`src/rtl/multicycle_ctrl.sv`:
```
// Multicycle RV32I control FSM; MCTRL_INSTRET_EN adds the retired-instruction counter.
// 3-5 cycles per instruction, plus one per mem_ready wait; FETCH/MEMRD/MEMWR hold until mem_ready.
module multicycle_ctrl #(
  parameter int OPC_W = 7,
  parameter int CNT_W = 32
) (
  input  logic             clk,
  input  logic             rst_n,
  input  logic [OPC_W-1:0] opcode,
  input  logic             br_taken,
  input  logic             mem_ready,
  output logic             mem_req,
  output logic             mem_we,
  output logic             adr_src,
  output logic             ir_write,
  output logic             pc_write,
  output logic [2:0]       imm_src,
  output logic [1:0]       alu_src_a,
  output logic [1:0]       alu_src_b,
  output logic [1:0]       alu_op,
  output logic [1:0]       result_src,
  output logic             reg_write,
  output logic             illegal,
`ifdef MCTRL_INSTRET_EN
  output logic [CNT_W-1:0] instret,
`endif
  output logic [3:0]       state_o
);

  typedef enum logic [3:0] {
    S_RST = 4'd0, S_FETCH = 4'd1, S_DECODE = 4'd2, S_MEMADR = 4'd3,
    S_MEMRD = 4'd4, S_MEMWB = 4'd5, S_MEMWR = 4'd6, S_EXECR = 4'd7,
    S_EXECI = 4'd8, S_ALUWB = 4'd9, S_BRANCH = 4'd10, S_JAL = 4'd11,
    S_JALRA = 4'd12, S_UPPER = 4'd13, S_TRAP = 4'd14
  } state_t;

  localparam logic [OPC_W-1:0] OP_LOAD  = OPC_W'(7'b0000011);
  localparam logic [OPC_W-1:0] OP_STORE = OPC_W'(7'b0100011);
  localparam logic [OPC_W-1:0] OP_ALUR  = OPC_W'(7'b0110011);
  localparam logic [OPC_W-1:0] OP_ALUI  = OPC_W'(7'b0010011);
  localparam logic [OPC_W-1:0] OP_BR    = OPC_W'(7'b1100011);
  localparam logic [OPC_W-1:0] OP_JAL   = OPC_W'(7'b1101111);
  localparam logic [OPC_W-1:0] OP_JALR  = OPC_W'(7'b1100111);
  localparam logic [OPC_W-1:0] OP_LUI   = OPC_W'(7'b0110111);
  localparam logic [OPC_W-1:0] OP_AUIPC = OPC_W'(7'b0010111);

  state_t state;
  logic   is_store;
  logic   is_lui;

  function automatic state_t dec_next(input logic [OPC_W-1:0] op);
    case (op)
      OP_LOAD, OP_STORE: return S_MEMADR;
      OP_ALUR:           return S_EXECR;
      OP_ALUI:           return S_EXECI;
      OP_BR:             return S_BRANCH;
      OP_JAL:            return S_JAL;
      OP_JALR:           return S_JALRA;
      OP_LUI, OP_AUIPC:  return S_UPPER;
      default:           return S_TRAP;
    endcase
  endfunction

  function automatic logic [2:0] imm_of(input logic [OPC_W-1:0] op);
    case (op)
      OP_STORE:         return 3'd1;
      OP_BR:            return 3'd2;
      OP_JAL:           return 3'd3;
      OP_LUI, OP_AUIPC: return 3'd4;
      default:          return 3'd0;
    endcase
  endfunction

  // Load/store and lui/auipc flavours are captured at DECODE so later states do not depend on IR.
  always_ff @(posedge clk or negedge rst_n) begin
    if (!rst_n) begin
      state    <= S_RST;
      imm_src  <= 3'd0;
      is_store <= 1'b0;
      is_lui   <= 1'b0;
    end else begin
      case (state)
        S_RST:    state <= S_FETCH;
        S_FETCH:  if (mem_ready) state <= S_DECODE;
        S_DECODE: begin
          imm_src  <= imm_of(opcode);
          is_store <= (opcode == OP_STORE);
          is_lui   <= (opcode == OP_LUI);
          state    <= dec_next(opcode);
        end
        S_MEMADR: state <= is_store ? S_MEMWR : S_MEMRD;
        S_MEMRD:  if (mem_ready) state <= S_MEMWB;
        S_MEMWR:  if (mem_ready) state <= S_FETCH;
        S_MEMWB, S_ALUWB, S_BRANCH: state <= S_FETCH;
        S_EXECR, S_EXECI, S_UPPER:  state <= S_ALUWB;
        S_JAL:    state <= S_ALUWB;
        S_JALRA:  state <= S_JAL;
        S_TRAP:   state <= S_TRAP;
        default:  state <= S_RST;
      endcase
    end
  end

`ifdef MCTRL_INSTRET_EN
  logic retire;
  assign retire = (state == S_MEMWB) || (state == S_ALUWB) || (state == S_BRANCH) ||
                  ((state == S_MEMWR) && mem_ready);

  always_ff @(posedge clk or negedge rst_n) begin
    if (!rst_n) instret <= '0;
    else if (retire) instret <= instret + 1'b1;
  end
`endif

  always_comb begin
    mem_req    = 1'b0;
    mem_we     = 1'b0;
    adr_src    = 1'b0;
    ir_write   = 1'b0;
    pc_write   = 1'b0;
    alu_src_a  = 2'b00;
    alu_src_b  = 2'b00;
    alu_op     = 2'b00;
    result_src = 2'b00;
    reg_write  = 1'b0;
    illegal    = 1'b0;
    case (state)
      S_FETCH: begin
        mem_req    = 1'b1;
        alu_src_b  = 2'b10;
        result_src = 2'b10;
        ir_write   = mem_ready;
        pc_write   = mem_ready;
      end
      S_DECODE: begin alu_src_a = 2'b01; alu_src_b = 2'b01; end
      S_MEMADR, S_JALRA: begin alu_src_a = 2'b10; alu_src_b = 2'b01; end
      S_MEMRD: begin mem_req = 1'b1; adr_src = 1'b1; end
      S_MEMWB: begin result_src = 2'b01; reg_write = 1'b1; end
      S_MEMWR: begin mem_req = 1'b1; mem_we = 1'b1; adr_src = 1'b1; end
      S_EXECR: begin alu_src_a = 2'b10; alu_op = 2'b10; end
      S_EXECI: begin alu_src_a = 2'b10; alu_src_b = 2'b01; alu_op = 2'b10; end
      S_ALUWB: reg_write = 1'b1;
      S_BRANCH: begin alu_src_a = 2'b10; alu_op = 2'b01; pc_write = br_taken; end
      S_JAL: begin pc_write = 1'b1; alu_src_a = 2'b01; alu_src_b = 2'b10; end
      S_UPPER: begin alu_src_a = is_lui ? 2'b11 : 2'b01; alu_src_b = 2'b01; end
      S_TRAP: illegal = 1'b1;
      default: ;
    endcase
  end

  assign state_o = state;

endmodule

```
`config.mk`:
```
export PLATFORM = sky130hd
export DESIGN_NAME = multicycle_ctrl
export DESIGN_NICKNAME = d
export VERILOG_FILES = /design/src/rtl/multicycle_ctrl.sv
export SDC_FILE = /design/constraint.sdc
export NUM_CORES = 1
export LEC_CHECK = 0
export CAP_MARGIN = 10
export CORE_MARGIN = 2
export CORE_UTILIZATION = 46
export CTS_CLUSTER_DIAMETER = 30
export DETAILED_ROUTE_END_ITERATION = 7
export PLACE_DENSITY = 0.86
export SYNTH_ARGS = -nofsm -noshare
export SYNTH_HDL_FRONTEND = slang
export SYNTH_SLANG_ARGS = --single-unit
```
`constraint.sdc`:
```
create_clock -name clk -period 2.2 [get_ports clk]
set_clock_uncertainty 0.05 [all_clocks]
set_input_delay 0.44 -clock clk [delete_from_list [all_inputs] [get_ports clk]]
set_output_delay 0.44 -clock clk [all_outputs]
set_load 0.01 [all_outputs]
```
# --- Yosys cells after proc, flatten, opt, wreduce, memory -nomap -nowiden ---
# Index checks and enable logic that the tools add are counted.
totals:
  input_bits: 11
  output_inout_bits: 22
  reg_bits: 9
  wordCells: 63
classes:
  n_eq_ne: 26
  reduce_logical: 14
  n_mux: 19
ops:
  columns: ["cell", "n"]
  rows:
  - ["case mux 4 bit (9 select lines)", 1]
  - ["== test 4 bit, second input constant", 7]
  - ["case mux 4 bit (7 select lines)", 1]
  - ["== test 7 x 6 -> 1 bit, second input constant", 3]
  - ["== test 7 bit, second input constant", 3]
  - ["== test 4 x 3 -> 1 bit, second input constant", 4]
  - ["== test 7 x 5 -> 1 bit, second input constant", 2]
  - ["OR reduction 2 bit", 7]
  - ["2-to-1 mux 4 bit", 3]
  - ["case mux 2 bit (2 select lines)", 3]
  - ["case mux 3 bit (4 select lines)", 1]
  - ["OR reduction 5 bit", 2]
  - ["== test 4 x 2 -> 1 bit, second input constant", 2]
  - ["OR reduction 4 bit", 2]
  - ["== test 7 x 2 -> 1 bit, second input constant", 1]
  - ["2-to-1 mux 1 bit", 6]
  - ["inequality test 2 bit, second input constant", 3]
  - ["case mux 2 bit (3 select lines)", 1]
  - ["== test 4 x 1 -> 1 bit, second input constant", 1]
  - ["zero test 4 bit", 1]
  - ["2-to-1 mux 2 bit", 2]
  - ["case mux 1 bit (3 select lines)", 1]
  - ["AND reduction 3 bit", 1]
  - ["OR reduction 3 bit", 1]

# --- Logic depth before layout (Yosys ltp) ---
# Gate-level depths: netlist of run 1.
depth:
  word_depth: 4
  mapped_depth: 6
  ltp_nobuf: 5

# --- Worst setup path before layout of run 1 ---
# Ideal clock, no wire load.
synth_path:
  path_kind: "register to output"
  startpoint: "register state[1] (netlist: state_o[1])"
  endpoint: "output ir_write"
  arrival_time_ns: 1.368
  stages_incl_launch_ff: 5
  path_buffers: 1
  setup_slack_ns: 0.342
  t_required_ns: 1.710
  cell_sequence: "dfrtp_1 clkbuf_2 nand2b_1 nor3_1 and2_1"
synth_between:
  elab_chain_cells: 2
synth_rtl:
  columns: ["element", "line", "text"]
  rows:
  - ["start: declaration", "47", "state_t state;"]
  - ["start signal: assignment", "89", "state <= dec_next(opcode);"]
  - ["start signal: assignment", "91", "S_MEMADR: state <= is_store ? S_MEMWR : S_MEMRD;"]
  - ["== test 4 x 1 -> 1 bit", "127", "case (state)"]
  - ["2-to-1 mux 1 bit", "127", null]
  - ["end: declaration", "15", "output logic ir_write,"]
# Every way passes these cells.

# --- Worst setup path in the final report of run 1 ---
layout_path:
  startpoint: "register state[0] (netlist: state_o[0])"
  endpoint: "output alu_src_b[1]"
layout_between:
  elab_chain_cells: 3
  elab_cells_between_ends: 10
  cone_classes: "eq/ne (7); mux (1); reduce/logical (2)"
layout_rtl:
  columns: ["element", "line", "text"]
  rows:
  - ["== test 4 bit, or another cell as far along", "127", null]
  - ["OR reduction 5 bit (no line) / OR reduction 2 bit (equally long branches)", null, null]
  - ["case mux 2 bit (2 select lines) *", "127", null]
  - ["end: declaration", "19", "output logic [1:0] alu_src_b,"]
# Mark *: on every way between the ends. The rest lies on a longest branch, timed or not.

==> results.md, run 1 <==
* Status: completed
* Global-route total usage across every layer at 0.253
* Dpl ws at roughly 0.026 ns
* Initial DRT Pass Iterations at 4
* Hold/Removal Path Class: input pin to asynchronous set/reset pin
* Net count after synthesis at 118
* Wire length per cell after detailed routing at between 15 and 20 um
* Routability cong. at 0.804
* Synthesis-to-layout area growth at 56.4%
* Maximum fanout along the worst path at 6
* Detail Placement HPWL at approximately 1900 um
* Netlist area before placement at ~850 um2
* Final clock period utilization by the worst path at 0.999
* Mean instance size in the synthesized netlist at about 8.0 um2
* Worst reg2reg startpoint: state_o[2]
* Total setup violations reported at the end of the flow at 0
* Share of the yosys chip area belonging to registers at 0.264
* Flip-flop and latch count after synthesis at 9
* Total power after layout at around 1.6 mW
* Clock tree from TritonCTS: yes
* Number of synthesized flops with an enable pin at 0
* Die height at 47.1 um
* Initial core utilization at 0.490
* Total CTS buffers at 3
* Rows at 15
* Arrival time reported for the critical path endpoint at approximately 1.7 ns
* Fraction of final layout cells with drive strength greater than 1 at 0.273
* Worst Setup Start Kind: flip-flop
* Min Clock Period, post-route at between 2 and 2.5 ns
* Area enclosed by the die boundary at around 2200 um2
* Cells after synthesis at ~110
* Worst setup margin at ~0.0032 ns
* Fillcell total at approximately 130
* Critical path start-end classification: flip-flop to primary output
* Clock transition at path regs at around 0.070 ns
* Clk sink count at 9
* Clock tree buffer depth at 2
* Maximum number of pins on one net before global-route repair at 17
* DIE WIDTH at 47.1 um
* YS warnings at 0
* Final-report hold violation count at 0
* Beginning of the critical path: state_o[0]
* Top flip-flop cell by instance count after synthesis: sky130_fd_sc_hd__dfrtp_1
* Number of vias after detailed routing at 1,003
* Std-Cell Core Area at around 1700 um2
* Number of top-level design ports at 33
* Relative slew slack at 0.723
* Largest voltage drop on the vdd net at 0.785 mV
* DR DRC count at 0
* Unique masters post-synth at approximately 40
* Insertion delay to the later sink of the worst-skew pair at about 0.26 ns
* Final standard cell area without fillers at around 1300 um2
* Power Dens Cells at between 1000 and 1500 nW/um2
* Cell leakage power at roughly 0.64 nW
* Maximum clock frequency at 455 MHz
* Commonest cells after routing, fill and taps aside: sky130_fd_sc_hd__clkdlybuf4s50_1, sky130_fd_sc_hd__buf_4, sky130_fd_sc_hd__nand2_1, sky130_fd_sc_hd__nor2_1, sky130_fd_sc_hd__dlygate4sd2_1
* DR iter-0 viols at 34
* H-Tree Depth at 1
* Initial antenna violation count at 0
* Average via count per standard cell at between 5 and 6
* MaxCap Viol Count at 0
* Antenna diodes at 0
* Unrepaired setup endpoints after global routing: yes
* Residual overflow from global routing at 0
* Placed cell count at ~160
* Number of cells in the finished layout apart from fillers at approximately 180
* Wire length of the first global-routing pass at 3930 um
* Required arrival time at the worst endpoint at 1.71 ns
* DRT antenna net count at 0
* Leading cell type in the layout, fill and taps excluded: sky130_fd_sc_hd__clkdlybuf4s50_1
* Final Max Tran Viols at 0
* Fraction of synthesis flops using an asynchronous set or reset pin at 1.00
* Fin nets at around 170
* Root cell of the clock tree: sky130_fd_sc_hd__clkbuf_4
* Placed standard-cell area at between 1000 and 1500 um2
* Worst Setup End Kind: primary output
* Actual slew at the worst max-slew pin at 0.414 ns
* Port bufs at 32
* Total Routed Length at roughly 2700 um
* Via count of the first global-routing pass at around 880
## synthesized netlist by cell type (all sizes together), types with 2 or more instances
library cell | number | area [um2]
a21o | 2 | 15.0
a22o | 4 | 35.0
inv | 3 | 11.3
nor2b | 3 | 26.3
o21ai | 7 | 38.8
nand2 | 14 | 52.6
nand3 | 5 | 42.5
xnor2 | 2 | 17.5
buf | 6 | 48.8
o22ai | 3 | 18.8
nand2b | 4 | 25.0
dfrtp | 9 | 225
and3 | 3 | 18.8
a21oi | 6 | 30.0
nor3 | 5 | 25.0
a211oi | 2 | 25.0
nor2 | 12 | 52.6
## critical path: stages (launching register included)
cell,delay [ns]
sky130_fd_sc_hd__dfrtp_2,0.43
sky130_fd_sc_hd__inv_2,0.10
sky130_fd_sc_hd__nor2_2,0.19
sky130_fd_sc_hd__and3_1,0.18
sky130_fd_sc_hd__clkdlybuf4s50_1,0.53
## cell families (layout without fill, tap and decap cells)
kind of cell,Yosys count,after routing,synth area share
xor gates and xnor gates,3,3,0.0308
AOI/OAI and AO/OA,31,31,0.265
and+or+nand+nor,54,54,0.365
DFF,9,9,0.264
buffers and inverters,10,57,0.0761
## state kept, by name, indices dropped and copies added (netlist names)
register and cells:
is_store 1, state_o 4, imm_src 3, is_lui 1
## metal layers
metal  vias to the layer above  part of all wire  global-route usage  wire, um
li1                        478                 -                   -         -
met1                       489              0.44               0.338      1180
met2                        34              0.52               0.408      1390
met3                         2             0.037              0.0308       100
met4                         0            0.0060               0.117        16
met5                         -                 0                   0         0
## through the flow
stage	utilization	hold slack [ns]	setup TNS [ns]
floorplan	-	0.0944	0
global placement	0.690	0.415	0
detailed placement	0.690	0.435	0
CTS	0.728	0.433	-0.0147
global route	0.766	0.429	-0.0691
finish	0.766	0.421	0
## final cells by class
| type | count | area, um2 | area share |
|---|---|---|---|
| multi-input cells | 88 | 578 | 0.433 |
| repair buffers | 50 | 460 | 0.345 |
| clock buffers | 4 | 26.3 | 0.0197 |
| inverters | 3 | 11.3 | 0.00843 |
| flip-flops and latches | 9 | 229 | 0.171 |
| well taps | 25 | 31.3 | 0.0234 |
## timing repair
action / in CTS / in global routing
hold buffers: 0 / 0
hold endpoints to repair: 0 / 0
pin swaps: 1 / 0
resized for setup: 15 / 5
buffers inserted: 4 / 7
endpoints found under the setup margin: 12 / 8
## worst paths after layout
check | slack (ns) | cells past startpoint | to
worst min-delay path | 0.42 | 1 | state_o[1]
worst max-delay path | 0.003 | 4 | alu_src_b[1]
worst min register to register | 0.45 | 1 | is_store
min in group clk | 0.45 | 1 | is_store
worst max register to register | 0.50 | 6 | imm_src[1]
max in group asynchronous | 1.37 | 1 | state_o[2]
## report_power, final
group	total (mW)	leakage [nW]	switching, mW	internal [mW]
clock network	0.130	0.0150	0.0603	0.0699
registers	0.299	0.115	0.0749	0.224
logic	1.18	0.507	0.587	0.593
total	1.61	0.637	0.722	0.886
Power figures use the tool's default switching activity.
==> inputs of run 2 (changes only) <==
CORE_MARGIN = 5   (was 2)
RECOVER_POWER = 100   (was not set)
==> run 2 against run 1 <==
Effect of this change: via count rose by 2.4%; critical endpoint is now alu_op[0]; largest power group unchanged; sequential share of layout area rose by 0.34 points; global-route usage fell by 4.4 points; cell area fell by 2.0%; total power fell by 3.2%; highest routed layer unchanged.
==> results.md, run 2 (synthesis gave the netlist of run 1 again) <==
* Routability cong. at roughly 0.82
* Critical path start-end classification: flip-flop to primary output
* Final Max Tran Viols at 0
* Internal portion of total power at around 850 uW
* Clock share of power at 0.089
* Total Routed Length at ~2700 um
* Largest voltage drop on the vdd net at approximately 0.86 mV
* Utilization after layout at 0.751
* DR DRC count at 0
* Hold/Removal Path Class: flip-flop to flip-flop
* Initial antenna violation count at 0
* Clock tree buffer depth at 2
* Global-route total usage across every layer at 0.209
* Net switching component of the power at just over 700 uW
* Dpl ws at -0.0551 ns
* Clock tree from TritonCTS: yes
* Power Dens Cells at ~1200 nW/um2
* Worst Setup Start Kind: flip-flop
* Fillcell total at 133
* Via count of the first global-routing pass at 966
* Largest register FFs at 4
* Status: completed
* Required arrival time at the worst endpoint at approximately 1.7 ns
* Arrival time reported for the critical path endpoint at 1.66 ns
* Wire length per cell after detailed routing at ~15 um
* Cells on Worst Hold Path at 1
* Die height at 53.1 um
* Cell at the slowest stage of the critical path: sky130_fd_sc_hd__clkdlybuf4s50_1
* End of the worst register-to-register path: imm_src[1]
* Commonest cells after routing, fill and taps aside: sky130_fd_sc_hd__nand2_1, sky130_fd_sc_hd__buf_4, sky130_fd_sc_hd__nor2_1, sky130_fd_sc_hd__clkdlybuf4s50_1, sky130_fd_sc_hd__dlygate4sd3_1
* Std-Cell Core Area at approximately 1700 um2
* Actual slew at the worst max-slew pin at roughly 0.48 ns
* Total power after layout at around 1.6 mW
* DR iter-0 viols at 36
* Synthesis-to-layout area growth at 53.3%
* Clk sink count at 9
* Worst setup margin at between 0.05 and 0.06 ns
* DRT antenna net count at 0
* DIE WIDTH at approximately 53 um
* Placed cell count at about 160
* Residual overflow from global routing at 0
* Worst reg2reg startpoint: state_o[2]
* Area enclosed by the die boundary at 2820 um2
* Reg-to-reg setup timing slack at approximately 0.3 ns
* Root cell of the clock tree: sky130_fd_sc_hd__clkbuf_4
* Sum of negative setup slack at 0 ns
* Maximum clock frequency at 465 MHz
* Clock transition at path regs at roughly 0.070 ns
* Port bufs at 32
* Initial DRT Pass Iterations at 4
* Worst path cell trace: nand2b_1, nor2_1, clkdlybuf4s50_1
* Final-report hold violation count at 0
* Worst Setup End Kind: primary output
* Detail Placement HPWL at between 1500 and 2000 um
* Depth of the worst register-to-register path at 5
* Rows at 15
* Hold Startpoint: imm_src[1]
* Fin nets at ~170
* Sequential Power Share at 0.191
* H-Tree Depth at 1
* Maximum fanout along the worst path at 11
* Worst-case hold path end point: imm_src[1]
* MaxCap Viol Count at 0
* Relative slew slack at 0.678
* Maximum number of pins on one net before global-route repair at 15
* Number of top-level design ports at 33
* Min Clock Period, post-route at 2.15 ns
* Total setup violations reported at the end of the flow at 0
* Number of vias after detailed routing at between 1,000 and 1,500
* Switching Fraction at 0.454
* Initial core utilization at 0.490
* Average via count per standard cell at between 5 and 6
* Wire length of the first global-routing pass at 4310 um
* Antenna diodes at 0
* Fraction of final layout cells with drive strength greater than 1 at 0.263
* Cell leakage power at about 0.62 nW
* Total CTS buffers at 3
* Peak per-stage delay on the critical path at 0.56 ns
* Insertion delay to the later sink of the worst-skew pair at 0.27 ns
* Gate power share at 0.719
* Number of cells in the finished layout apart from fillers at 181
* Final clock period utilization by the worst path at 0.977
* Number of hold buffers added after CTS at 0
[run 2: changes by cell type in the layout (fill, tap and decap cells not counted), sizes merged]
cell	delta
clkdlybuf4s50	-11
dlygate4sd3	+9
clkbuf	+5
buf	-3
clkdlybuf4s25	+3
dlymetal6s2s	-2
clkinv	+1
[run 2: how the worst max path moves through the flow]
stage / depth (start not counted) / to / from / slack, ns
detailed placement: 4 / pc_write / mem_ready / -0.06
finish: 3 / alu_op[0] / state_o[2] / 0.05
global placement: 4 / pc_write / mem_ready / 0.03
CTS: 4 / alu_src_b[0] / state_o[3] / 0.001
floorplan: 4 / ir_write / state_o[1] / 0.34
global route: 3 / alu_op[0] / state_o[2] / -0.007
[run 2: power by group through the flow]
stage	sequential (mW)	combinational [mW]	clock [mW]
after floorplan	0.286	0.609	0
after global placement	0.298	1.01	0
after detailed placement	0.302	1.03	0
after CTS	0.299	1.12	0.139
after global routing	0.304	1.23	0.148
final	0.298	1.12	0.139
[run 2: metrics by stage]
stage | hold slack [ns] | cell area, um2
2_1_floorplan | 0.0944 | 855
3_3_place_gp | 0.415 | 1200
3_5_place_dp | 0.436 | 1200
4_1_cts | 0.429 | 1310
5_1_grt | 0.464 | 1310
6_report | 0.440 | 1310
[run 2: per-layer routing]
metal	track usage	part of all wire
met1	0.257	0.43
met2	0.351	0.47
met3	0.0254	0.070
met4	0.115	0.034
met5	0	0
[run 2: cell type report]
class	count	area, um2	area share
timing repair buffer	52	455	0.348
sequential	9	229	0.175
multi-input combinational	88	556	0.424
clock inverter	1	5.00	0.00382
clock buffer	3	22.5	0.0172
tap	25	31.3	0.0239
inverter	3	11.3	0.00860
[run 2: what timing repair did]
| item | 4_1_cts | 5_1_grt |
|---|---|---|
| pin swaps | 1 | 1 |
| setup endpoints to repair | 14 | 7 |
| buffers inserted | 9 | 4 |
| gates resized for setup | 17 | 9 |
[run 2: critical path, delay by kind of cell (launching register included)]
| family | cells | cell delay (ns) |
|---|---|---|
| buffers and inverters | 1 | 0.56 |
| DFF | 1 | 0.49 |
| and+or+nand+nor | 2 | 0.34 |
==> inputs of run 3 (changes only) <==
SKIP_CTS_REPAIR_TIMING = 1   (was not set)
==> run 3 against run 2 <==
Effect of this change: utilization up 2.4 points; cell area grew 3.2%; count of clock-buffer cells in the layout is the same; sequential share of layout area fell by 0.63 points; die area unchanged; register-to-register slack got worse by 0.09 ns; critical path type unchanged; largest power group unchanged.
==> results.md, run 3 (synthesis gave the netlist of run 1 again) <==
* Insertion delay to the later sink of the worst-skew pair at 0.28 ns
* Required arrival time at the worst endpoint at 1.71 ns
* H-Tree Depth at 1
* Final-report hold violation count at 0
* Cell leakage power at 0.747 nW
* Initial core utilization at 0.490
* Placed cell count at 164
* Total CTS buffers at 3
* DR WL met2 at between 1500 and 2000 um
* Detail Placement HPWL at between 1500 and 2000 um
* Residual overflow from global routing at 0
* Maximum fanout along the worst path at 6
* Wire length of the first global-routing pass at 4060 um
* Wire length on met1 at 1250 um
* Unrepaired setup endpoints after global routing: no
* MaxCap Viol Count at 0
* Initial antenna violation count at 0
* Average via count per standard cell at 5.86
* Via count of the first global-routing pass at slightly above 900
* Fin nets at approximately 170
* Dpl ws at -0.0551 ns
* Maximum clock frequency at roughly 470 MHz
* Maximum number of pins on one net before global-route repair at 17
* Worst Setup End Kind: primary output
* Antenna diodes at 0
* Largest register FFs at 4
* DRT antenna net count at 0
* Clock transition at path regs at 0.07 ns
* Root cell of the clock tree: sky130_fd_sc_hd__clkbuf_4
* Initial DRT Pass Iterations at 4
* Number of vias after detailed routing at 1,060
* Total Routed Length at 3090 um
* Clock tree buffer depth at 2
* Largest voltage drop on the vdd net at 1.01 mV
* Fraction of final layout cells with drive strength greater than 1 at 0.263
* Rows at 15
* Port bufs at 32
* Std-Cell Core Area at ~1700 um2
* Final Max Tran Viols at 0
* Global-route total usage across every layer at 0.194
* Routability cong. at slightly above 0.8
* Area enclosed by the die boundary at approximately 2800 um2
* DR DRC count at 0
* Wire length per cell after detailed routing at ~17 um
* Final clock period utilization by the worst path at 0.969
* Clock tree from TritonCTS: yes
* Commonest cells after routing, fill and taps aside: sky130_fd_sc_hd__buf_4, sky130_fd_sc_hd__nand2_1, sky130_fd_sc_hd__nor2_1, sky130_fd_sc_hd__dlygate4sd3_1
* Multi-input gate area in the final layout at 567 um2
* Synthesis-to-layout area growth at 58.1%
* Status: completed
* Clk sink count at 9
* Power Dens Cells at between 1000 and 1500 nW/um2
* Number of cells in the finished layout apart from fillers at 181
* DR iter-0 viols at 76
* Fillcell total at about 110
* Met3 Wirelength at between 200 and 250 um
* Number of top-level design ports at 33
* FF/Latch Area at roughly 230 um2
* Arrival time reported for the critical path endpoint at around 1.6 ns
* Worst Setup Start Kind: flip-flop
* Hold/Removal Path Class: flip-flop to flip-flop
* Actual slew at the worst max-slew pin at 0.535 ns
* Worst setup margin at roughly 0.068 ns
* Critical path start-end classification: flip-flop to primary output
* Relative slew slack at 0.640
* Leading cell type in the layout, fill and taps excluded: sky130_fd_sc_hd__buf_4
* Total setup violations reported at the end of the flow at 0
* Die height at ~53 um
* Top routing layer used: met4
* Min Clock Period, post-route at about 2.1 ns
* DIE WIDTH at approximately 53 um
==> run 3: final timing paths <==
path / start / end / slack [ns] / cells past startpoint
min in group asynchronous: rst_n / imm_src[0] / 0.49 / 1
min: imm_src[1] / imm_src[1] / 0.44 / 1
max: state_o[3] / illegal / 0.07 / 4
max in group asynchronous: rst_n / state_o[2] / 1.27 / 1
min reg2reg: imm_src[1] / imm_src[1] / 0.44 / 1
max reg2reg: state_o[3] / imm_src[1] / 0.21 / 6
==> run 3: worst max-delay path, stage by stage, from the launching register on <==
cell and delay, ns:
sky130_fd_sc_hd__dfrtp_2 0.44, sky130_fd_sc_hd__buf_2 0.19, sky130_fd_sc_hd__nand2_1 0.09, sky130_fd_sc_hd__nor2_1 0.10, sky130_fd_sc_hd__clkdlybuf4s50_1 0.55
==> run 3: cell type report <==
type / count / area share
tap: 25 / 0.0231
sequential: 9 / 0.169
multi-input combinational: 88 / 0.419
inverter: 3 / 0.00833
clock inverter: 1 / 0.00370
timing repair buffer: 52 / 0.360
clock buffer: 3 / 0.0167
==> run 3: metrics by stage <==
step / utilization / setup TNS (ns) / area, um2 / power (mW) / hold slack [ns]
floorplan: - / 0 / 855 / 0.894 / 0.0944
global placement: 0.690 / 0 / 1200 / 1.31 / 0.415
detailed placement: 0.690 / -0.0551 / 1200 / 1.33 / 0.436
CTS: 0.706 / -1.85 / 1230 / 1.47 / 0.430
global route: 0.774 / 0 / 1350 / 1.78 / 0.464
finish: 0.774 / 0 / 1350 / 1.67 / 0.442
==> run 3: layer usage <==
metal | up-vias | global-route usage
met5 | - | 0
met4 | 0 | 0.0936
met3 | 10 | 0.0225
met2 | 65 | 0.331
met1 | 500 | 0.240
li1 | 485 | -
==> run 3: power by group <==
group	switching [mW]	internal (mW)
clock	0.0743	0.0675
sequential	0.0702	0.221
combinational	0.621	0.618
